$ cat src/rtl/bp_pkg.sv
// Shared types for the BTB-based branch predictor: 2-bit counter encoding,
// per-entry state and the saturating counter update.
package bp_pkg;

    typedef enum logic [1:0] {
        SNT = 2'b00,
        WNT = 2'b01,
        WT  = 2'b10,
        ST  = 2'b11
    } bp_ctr_e;

    // Width-independent entry state; tag and target live beside it in the table
    // because their widths follow the PC_WIDTH/ENTRIES parameters.
    typedef struct packed {
        logic    valid;
        bp_ctr_e ctr;
    } btb_entry_t;

    function automatic bp_ctr_e sat_update(input bp_ctr_e ctr, input logic taken);
        bp_ctr_e nxt;
        nxt = ctr;
        if (taken) begin
            if (ctr != ST) nxt = bp_ctr_e'(ctr + 2'd1);
        end else begin
            if (ctr != SNT) nxt = bp_ctr_e'(ctr - 2'd1);
        end
        return nxt;
    endfunction

endpackage

$ cat src/rtl/btb_table.sv
// Direct-mapped BTB storage: two combinational read ports (Fetch lookup and
// Execute training) and one synchronous write port with synchronous reset clear.
module btb_table
    import bp_pkg::*;
#(
    parameter  int PC_WIDTH = 32,
    parameter  int ENTRIES  = 16,
    localparam int INDEX_W  = $clog2(ENTRIES),
    localparam int TAG_W    = PC_WIDTH - 2 - INDEX_W
) (
    input  logic                clk_i,
    input  logic                rst_i,

    input  logic [INDEX_W-1:0]  rd_idx_a_i,
    output btb_entry_t          rd_meta_a_o,
    output logic [TAG_W-1:0]    rd_tag_a_o,
    output logic [PC_WIDTH-1:0] rd_target_a_o,

    input  logic [INDEX_W-1:0]  rd_idx_b_i,
    output btb_entry_t          rd_meta_b_o,
    output logic [TAG_W-1:0]    rd_tag_b_o,
    output logic [PC_WIDTH-1:0] rd_target_b_o,

    input  logic                wr_en_i,
    input  logic [INDEX_W-1:0]  wr_idx_i,
    input  btb_entry_t          wr_meta_i,
    input  logic [TAG_W-1:0]    wr_tag_i,
    input  logic [PC_WIDTH-1:0] wr_target_i
);

    btb_entry_t          meta_q   [ENTRIES];
    btb_entry_t          meta_d   [ENTRIES];
    logic [TAG_W-1:0]    tag_q    [ENTRIES];
    logic [TAG_W-1:0]    tag_d    [ENTRIES];
    logic [PC_WIDTH-1:0] target_q [ENTRIES];
    logic [PC_WIDTH-1:0] target_d [ENTRIES];

    // Reads see only registered state, so a same-cycle write is not bypassed.
    assign rd_meta_a_o   = meta_q[rd_idx_a_i];
    assign rd_tag_a_o    = tag_q[rd_idx_a_i];
    assign rd_target_a_o = target_q[rd_idx_a_i];
    assign rd_meta_b_o   = meta_q[rd_idx_b_i];
    assign rd_tag_b_o    = tag_q[rd_idx_b_i];
    assign rd_target_b_o = target_q[rd_idx_b_i];

    always_comb begin
        meta_d   = meta_q;
        tag_d    = tag_q;
        target_d = target_q;
        if (wr_en_i) begin
            meta_d[wr_idx_i]   = wr_meta_i;
            tag_d[wr_idx_i]    = wr_tag_i;
            target_d[wr_idx_i] = wr_target_i;
        end
    end

    always_ff @(posedge clk_i) begin
        if (rst_i) begin
            for (int i = 0; i < ENTRIES; i++) begin
                meta_q[i]   <= '{valid: 1'b0, ctr: WNT};
                tag_q[i]    <= '0;
                target_q[i] <= '0;
            end
        end else begin
            meta_q   <= meta_d;
            tag_q    <= tag_d;
            target_q <= target_d;
        end
    end

endmodule

$ cat src/rtl/branch_predictor.sv
// Dynamic branch predictor: BTB lookup at Fetch, training and mispredict/recovery
// at Execute. Define BP_STATS_EN to build the branch/mispredict statistic counters.
module branch_predictor
    import bp_pkg::*;
#(
    parameter  int PC_WIDTH = 32,
    parameter  int ENTRIES  = 16,
    localparam int INDEX_W  = $clog2(ENTRIES),
    localparam int TAG_W    = PC_WIDTH - 2 - INDEX_W
) (
    input  logic                clk_i,
    input  logic                rst_i,

    input  logic [PC_WIDTH-1:0] PCF_i,
    output logic                PredTakenF_o,
    output logic [PC_WIDTH-1:0] PredTargetF_o,

    input  logic                UpdateE_i,
    input  logic                StallE_i,
    input  logic                IsJumpE_i,
    input  logic [PC_WIDTH-1:0] PCE_i,
    input  logic [PC_WIDTH-1:0] PCPlus4E_i,
    input  logic                TakenE_i,
    input  logic [PC_WIDTH-1:0] TargetE_i,
    input  logic                PredTakenE_i,
    input  logic [PC_WIDTH-1:0] PredTargetE_i,
    output logic                MispredictE_o,
    output logic [PC_WIDTH-1:0] RecoverPCE_o,

    output logic [31:0]         BranchCount_o,
    output logic [31:0]         MispredictCount_o
);

    logic [INDEX_W-1:0]  idx_f, idx_e;
    logic [TAG_W-1:0]    tag_f, tag_e;
    btb_entry_t          meta_f, meta_e;
    logic [TAG_W-1:0]    rd_tag_f, rd_tag_e;
    logic [PC_WIDTH-1:0] rd_target_f, rd_target_e;
    logic                hit_f, hit_e, accept_e;

    logic                wr_en;
    btb_entry_t          wr_meta;
    logic [TAG_W-1:0]    wr_tag;
    logic [PC_WIDTH-1:0] wr_target;

    // Instructions are word aligned; the low PC bits carry no information.
    logic unused_pc_lsb;
    assign unused_pc_lsb = ^{PCF_i[1:0], PCE_i[1:0]};

    assign idx_f = PCF_i[INDEX_W+1:2];
    assign tag_f = PCF_i[PC_WIDTH-1:INDEX_W+2];
    assign idx_e = PCE_i[INDEX_W+1:2];
    assign tag_e = PCE_i[PC_WIDTH-1:INDEX_W+2];

    btb_table #(
        .PC_WIDTH (PC_WIDTH),
        .ENTRIES  (ENTRIES)
    ) u_btb (
        .clk_i         (clk_i),
        .rst_i         (rst_i),
        .rd_idx_a_i    (idx_f),
        .rd_meta_a_o   (meta_f),
        .rd_tag_a_o    (rd_tag_f),
        .rd_target_a_o (rd_target_f),
        .rd_idx_b_i    (idx_e),
        .rd_meta_b_o   (meta_e),
        .rd_tag_b_o    (rd_tag_e),
        .rd_target_b_o (rd_target_e),
        .wr_en_i       (wr_en),
        .wr_idx_i      (idx_e),
        .wr_meta_i     (wr_meta),
        .wr_tag_i      (wr_tag),
        .wr_target_i   (wr_target)
    );

    assign hit_f         = meta_f.valid && (rd_tag_f == tag_f);
    assign PredTakenF_o  = hit_f && (meta_f.ctr inside {WT, ST});
    assign PredTargetF_o = PredTakenF_o ? rd_target_f : '0;

    assign hit_e    = meta_e.valid && (rd_tag_e == tag_e);
    assign accept_e = UpdateE_i && !StallE_i;

    always_comb begin
        wr_en     = 1'b0;
        wr_meta   = meta_e;
        wr_tag    = tag_e;
        wr_target = rd_target_e;
        if (accept_e) begin
            if (hit_e) begin
                wr_en       = 1'b1;
                wr_meta.ctr = IsJumpE_i ? ST : sat_update(meta_e.ctr, TakenE_i);
                if (TakenE_i) wr_target = TargetE_i;
            end else if (TakenE_i) begin
                // Not-taken misses never allocate, so cold branches stay out of the table.
                wr_en     = 1'b1;
                wr_meta   = '{valid: 1'b1, ctr: (IsJumpE_i ? ST : WT)};
                wr_target = TargetE_i;
            end
        end
    end

    assign MispredictE_o = UpdateE_i &&
                           ((PredTakenE_i != TakenE_i) ||
                            (TakenE_i && (PredTargetE_i != TargetE_i)));
    assign RecoverPCE_o  = TakenE_i ? TargetE_i : PCPlus4E_i;

`ifdef BP_STATS_EN
    logic [31:0] branch_cnt_q, branch_cnt_d;
    logic [31:0] mispred_cnt_q, mispred_cnt_d;

    always_comb begin
        branch_cnt_d  = branch_cnt_q;
        mispred_cnt_d = mispred_cnt_q;
        if (accept_e) begin
            branch_cnt_d = branch_cnt_q + 32'd1;
            if (MispredictE_o) mispred_cnt_d = mispred_cnt_q + 32'd1;
        end
    end

    always_ff @(posedge clk_i) begin
        if (rst_i) begin
            branch_cnt_q  <= '0;
            mispred_cnt_q <= '0;
        end else begin
            branch_cnt_q  <= branch_cnt_d;
            mispred_cnt_q <= mispred_cnt_d;
        end
    end

    assign BranchCount_o     = branch_cnt_q;
    assign MispredictCount_o = mispred_cnt_q;
`else
    assign BranchCount_o     = '0;
    assign MispredictCount_o = '0;
`endif

endmodule

$ cat config.mk
export PLATFORM = sky130hd
export DESIGN_NAME = branch_predictor
export DESIGN_NICKNAME = d
export VERILOG_FILES = /design/src/rtl/bp_pkg.sv /design/src/rtl/btb_table.sv /design/src/rtl/branch_predictor.sv
export SDC_FILE = /design/constraint.sdc
export NUM_CORES = 2
export LEC_CHECK = 0
export ABC_CLOCK_PERIOD_IN_PS = 6200
export BUFFER_PORTS_ARGS = -buffer_cell sky130_fd_sc_hd__clkbuf_2
export CAP_MARGIN = 20
export CORE_UTILIZATION = 45
export DETAILED_ROUTE_END_ITERATION = 8
export SLEW_MARGIN = 40
export SYNTH_ARGS = -nofsm -noshare
export SYNTH_HDL_FRONTEND = slang
export SYNTH_SLANG_ARGS = --single-unit
$ cat constraint.sdc
create_clock -name clk_i -period 6.2 [get_ports clk_i]
set_input_delay 0.93 -clock clk_i [delete_from_list [all_inputs] [get_ports clk_i]]
set_output_delay 0.93 -clock clk_i [all_outputs]
set_load 0.01 [all_outputs]
==> summary.txt <==
Global route
  – Met1 global-route usage: 0.3772
  – Tot GR Track Use: 0.2729
  – Vias in the first global route: 36990
  – First-pass GRT wire length: 242300 um
  – Total global routing overflow: 0
  – Met2 GRT Util: 0.4386
  – Initial antenna violation count: 8
  – GRT busiest layer: met2
  – Met3 usage: 0.04133
  – Largest net degree at the start of global routing: 188

Clocking
  – CTS Hold Bufs: 0
  – Clk sinks: 976
  – Max Root-Sink Buffers: 3
  – Reg clk slew, reported paths: 0.06 ns
  – Clk_lat worst skew: 0.71 ns
  – CTS root buf: clkbuf_16
  – CTS tree: yes
  – Post-CTS setup repair buffer count: 0
  – # resized after CTS: 0
  – H-Tree Depth: 3
  – Number of clock buffers inserted by TritonCTS: 107

Logic synthesis
  – Mapped Area: 51710 sq um
  – Mean Syn Cell Area: 10.95 sq um
  – EDFF count, synth: 0
  – Main combinational cell family by area after synthesis: multiplexers
  – Synth warnings: 0
  – Post-synthesis simple-gate area fraction: 0.1051
  – Asr flop ratio synth: 0
  – Post-synthesis xor/xnor area fraction: 0.01524
  – Mux share of post-synthesis cell area: 0.3247
  – Main flop type after synthesis: dfxtp_1
  – Yosys reg bits: 976
  – Compound-cell area share of the yosys netlist: 0.1157
  – Post-synthesis sequential area ratio: 0.3779
  – Synth Area in Adders: 0
  – Synth unique cells: 62
  – Cells after Synth: 4722

Die
  – Num rows: 123
  – Core footprint: 113300 sq um
  – IO Count: 297
  – Width of the chip: 341.0 um
  – Initial core utilization: 0.4565
  – Die height: 341.0 um
  – Die area: 116300 sq um

Timing
  – Final setup TNS: 0 ns
  – Worst Skew: 0.03464 ns
  – Slew HR: 0.3877
  – Fmax: 0.1785 GHz
  – Least-Margin Pin Slew: 0.9155 ns
  – Fin crit share: 0.9038
  – Final hold viol count: 0
  – Slew Viols, Final: 0
  – Min Clock Period, post-route: 5.604 ns
  – Final setup viols: 0
  – Unrepaired setup endpoints after global routing: no

Power
  – Clock power share: 0.479
  – PD cells: 249.5 nW/um^2
  – Comb power frac: 0.079
  – Seq pwr share: 0.442
  – Cell internal pwr: 10.85 mW
  – Peak supply drop: 0.0002221 V
  – Sw power: 3.490 mW
  – Sw frac: 0.2433
  – Pleak: 18.78 nW
  – Tot Pwr: 14.34 mW

Worst hold path
  – Hold crit path type: flip-flop to flip-flop

Setup path
  – Worst Path Arrival: 4.67 ns
  – Endpoint class of the critical path: output port
  – Reg2reg setup slack: 1.78 ns
  – Startpoint types: input port
  – Worst-path maximum fanout: 54
  – Worst endpoint required time: 5.27 ns
  – Crit Path Class: input port to output port

Detailed routing
  – DRT iter0 DRCs: 3651
  – Post-DRT Antenna Nets: 0
  – Via count: 38440
  – Final WL: 160700 um
  – Routed WL per cell: 25.67 um
  – Vias per cell: 6.143
  – DR DRC count: 0
  – Drt pass-1 iters: 5

Cells and area
  – Layout area overhead: 11.19%
  – Most common cell after layout, fill and taps aside: dfxtp_1
  – Share of cells above drive strength 1: 0.2728
  – # nets final: 4833
  – Commonest cells after routing, fill and taps aside: 976 x dfxtp_1, 862 x nor2_1, 549 x mux4_2

Outcome
  – Outcome: completed

Placement
  – Port Buf Inserts: 228
  – Routability-driven placement congestion ratio: 0.8318
  – Hpwl dp: 93230 um

Job
  – Max Cap Violations: 0
## power groups by stage
stage	Combinational, mW	Clock (mW)	Sequential [mW]
2_1_floorplan	0.794	0	6.46
3_3_place_gp	1.12	0	6.47
3_5_place_dp	1.13	0	6.47
4_1_cts	1.13	6.96	6.33
5_1_grt	1.20	7.24	6.34
6_report	1.14	6.87	6.34
## path summary, 6_finish.rpt
path         depth (start not counted)                   to        startpoint
min reg2reg                          2     u_btb.meta_q[45]  u_btb.meta_q[45]
min                                  2     u_btb.meta_q[45]  u_btb.meta_q[45]
max reg2reg                         12  u_btb.target_q[454]   u_btb.tag_q[22]
max                                 11    PredTargetF_o[23]          PCF_i[2]
## sequential cells by signal (all words and copies together), names as in the netlist
name / flops
u_btb.tag_q: 416
u_btb.meta_q: 48
u_btb.target_q: 512
## Yosys cell counts, types with 11 or more instances
master / count / share of area
buf_6: 28 / 0.0061
a21oi_1: 143 / 0.014
nand4_1: 13 / 0.0016
xnor2_1: 54 / 0.0091
nand2_1: 294 / 0.021
a22oi_1: 16 / 0.0023
nor2_1: 863 / 0.063
a211oi_1: 393 / 0.057
buf_1: 51 / 0.0037
nor2b_1: 39 / 0.0047
a211oi_2: 123 / 0.030
xor2_1: 36 / 0.0061
nand3_1: 19 / 0.0018
buf_4: 137 / 0.020
clkbuf_1: 254 / 0.018
nor4_1: 12 / 0.0015
mux2i_1: 395 / 0.076
buf_2: 124 / 0.012
dfxtp_1: 976 / 0.38
mux4_2: 549 / 0.24
o32a_1: 11 / 0.0021
mux2_2: 42 / 0.0091
## worst max-delay path: stages
cell and delay, ns:
buf_8 0.52, buf_12 0.37, mux4_2 0.56, mux4_2 0.50, xnor2_1 0.15, nand4_1 0.11
nor3_1 0.52, nand4_1 0.17, buf_4 0.32, nor2b_1 0.24, clkbuf_2 0.16
## cell families (layout without fill, tap and decap cells)
kind of cell    after synthesis  count (layout)
buf+inv                     604             574
flops                       976             976
simple gates               1309            1309
xor+xnor                     90              90
compound gates              756             756
other cells                   1              67
mux                         986             986
## layer usage
layer,up-vias,share of wire
met4,10,0.034
met1,19340,0.42
met5,-,0.00038
met3,310,0.069
met2,1523,0.47
li1,17260,-
## per-stage QoR
| step | setup WS, ns | hold slack [ns] | instance area, sq um | utilization | cells |
|---|---|---|---|---|---|
| floorplan | 1.074 | 0.4216 | 51940 | - | 4785 |
| global placement | 0.6916 | 0.4350 | 53530 | 0.4726 | 6053 |
| detailed placement | 0.5720 | 0.4407 | 53580 | 0.4730 | 6054 |
| CTS | 0.5624 | 0.4506 | 57390 | 0.5067 | 6252 |
| global route | 0.3475 | 0.4603 | 57490 | 0.5075 | 6256 |
| finish | 0.5963 | 0.4471 | 57490 | 0.5076 | 6258 |
## cell type report
type | instances | area, sq um
Antenna cell | 3 | 7.507
Fill cell | 10100 | 55770
Clock buffer | 149 | 3129
Inverter | 8 | 30.03
Timing Repair Buffer | 368 | 2890
Sequential cell | 976 | 19540
Tap cell | 1500 | 1877
Multi-Input combinational cell | 3205 | 29340
Clock inverter | 49 | 685.7
Power figures use the tool's default switching activity.
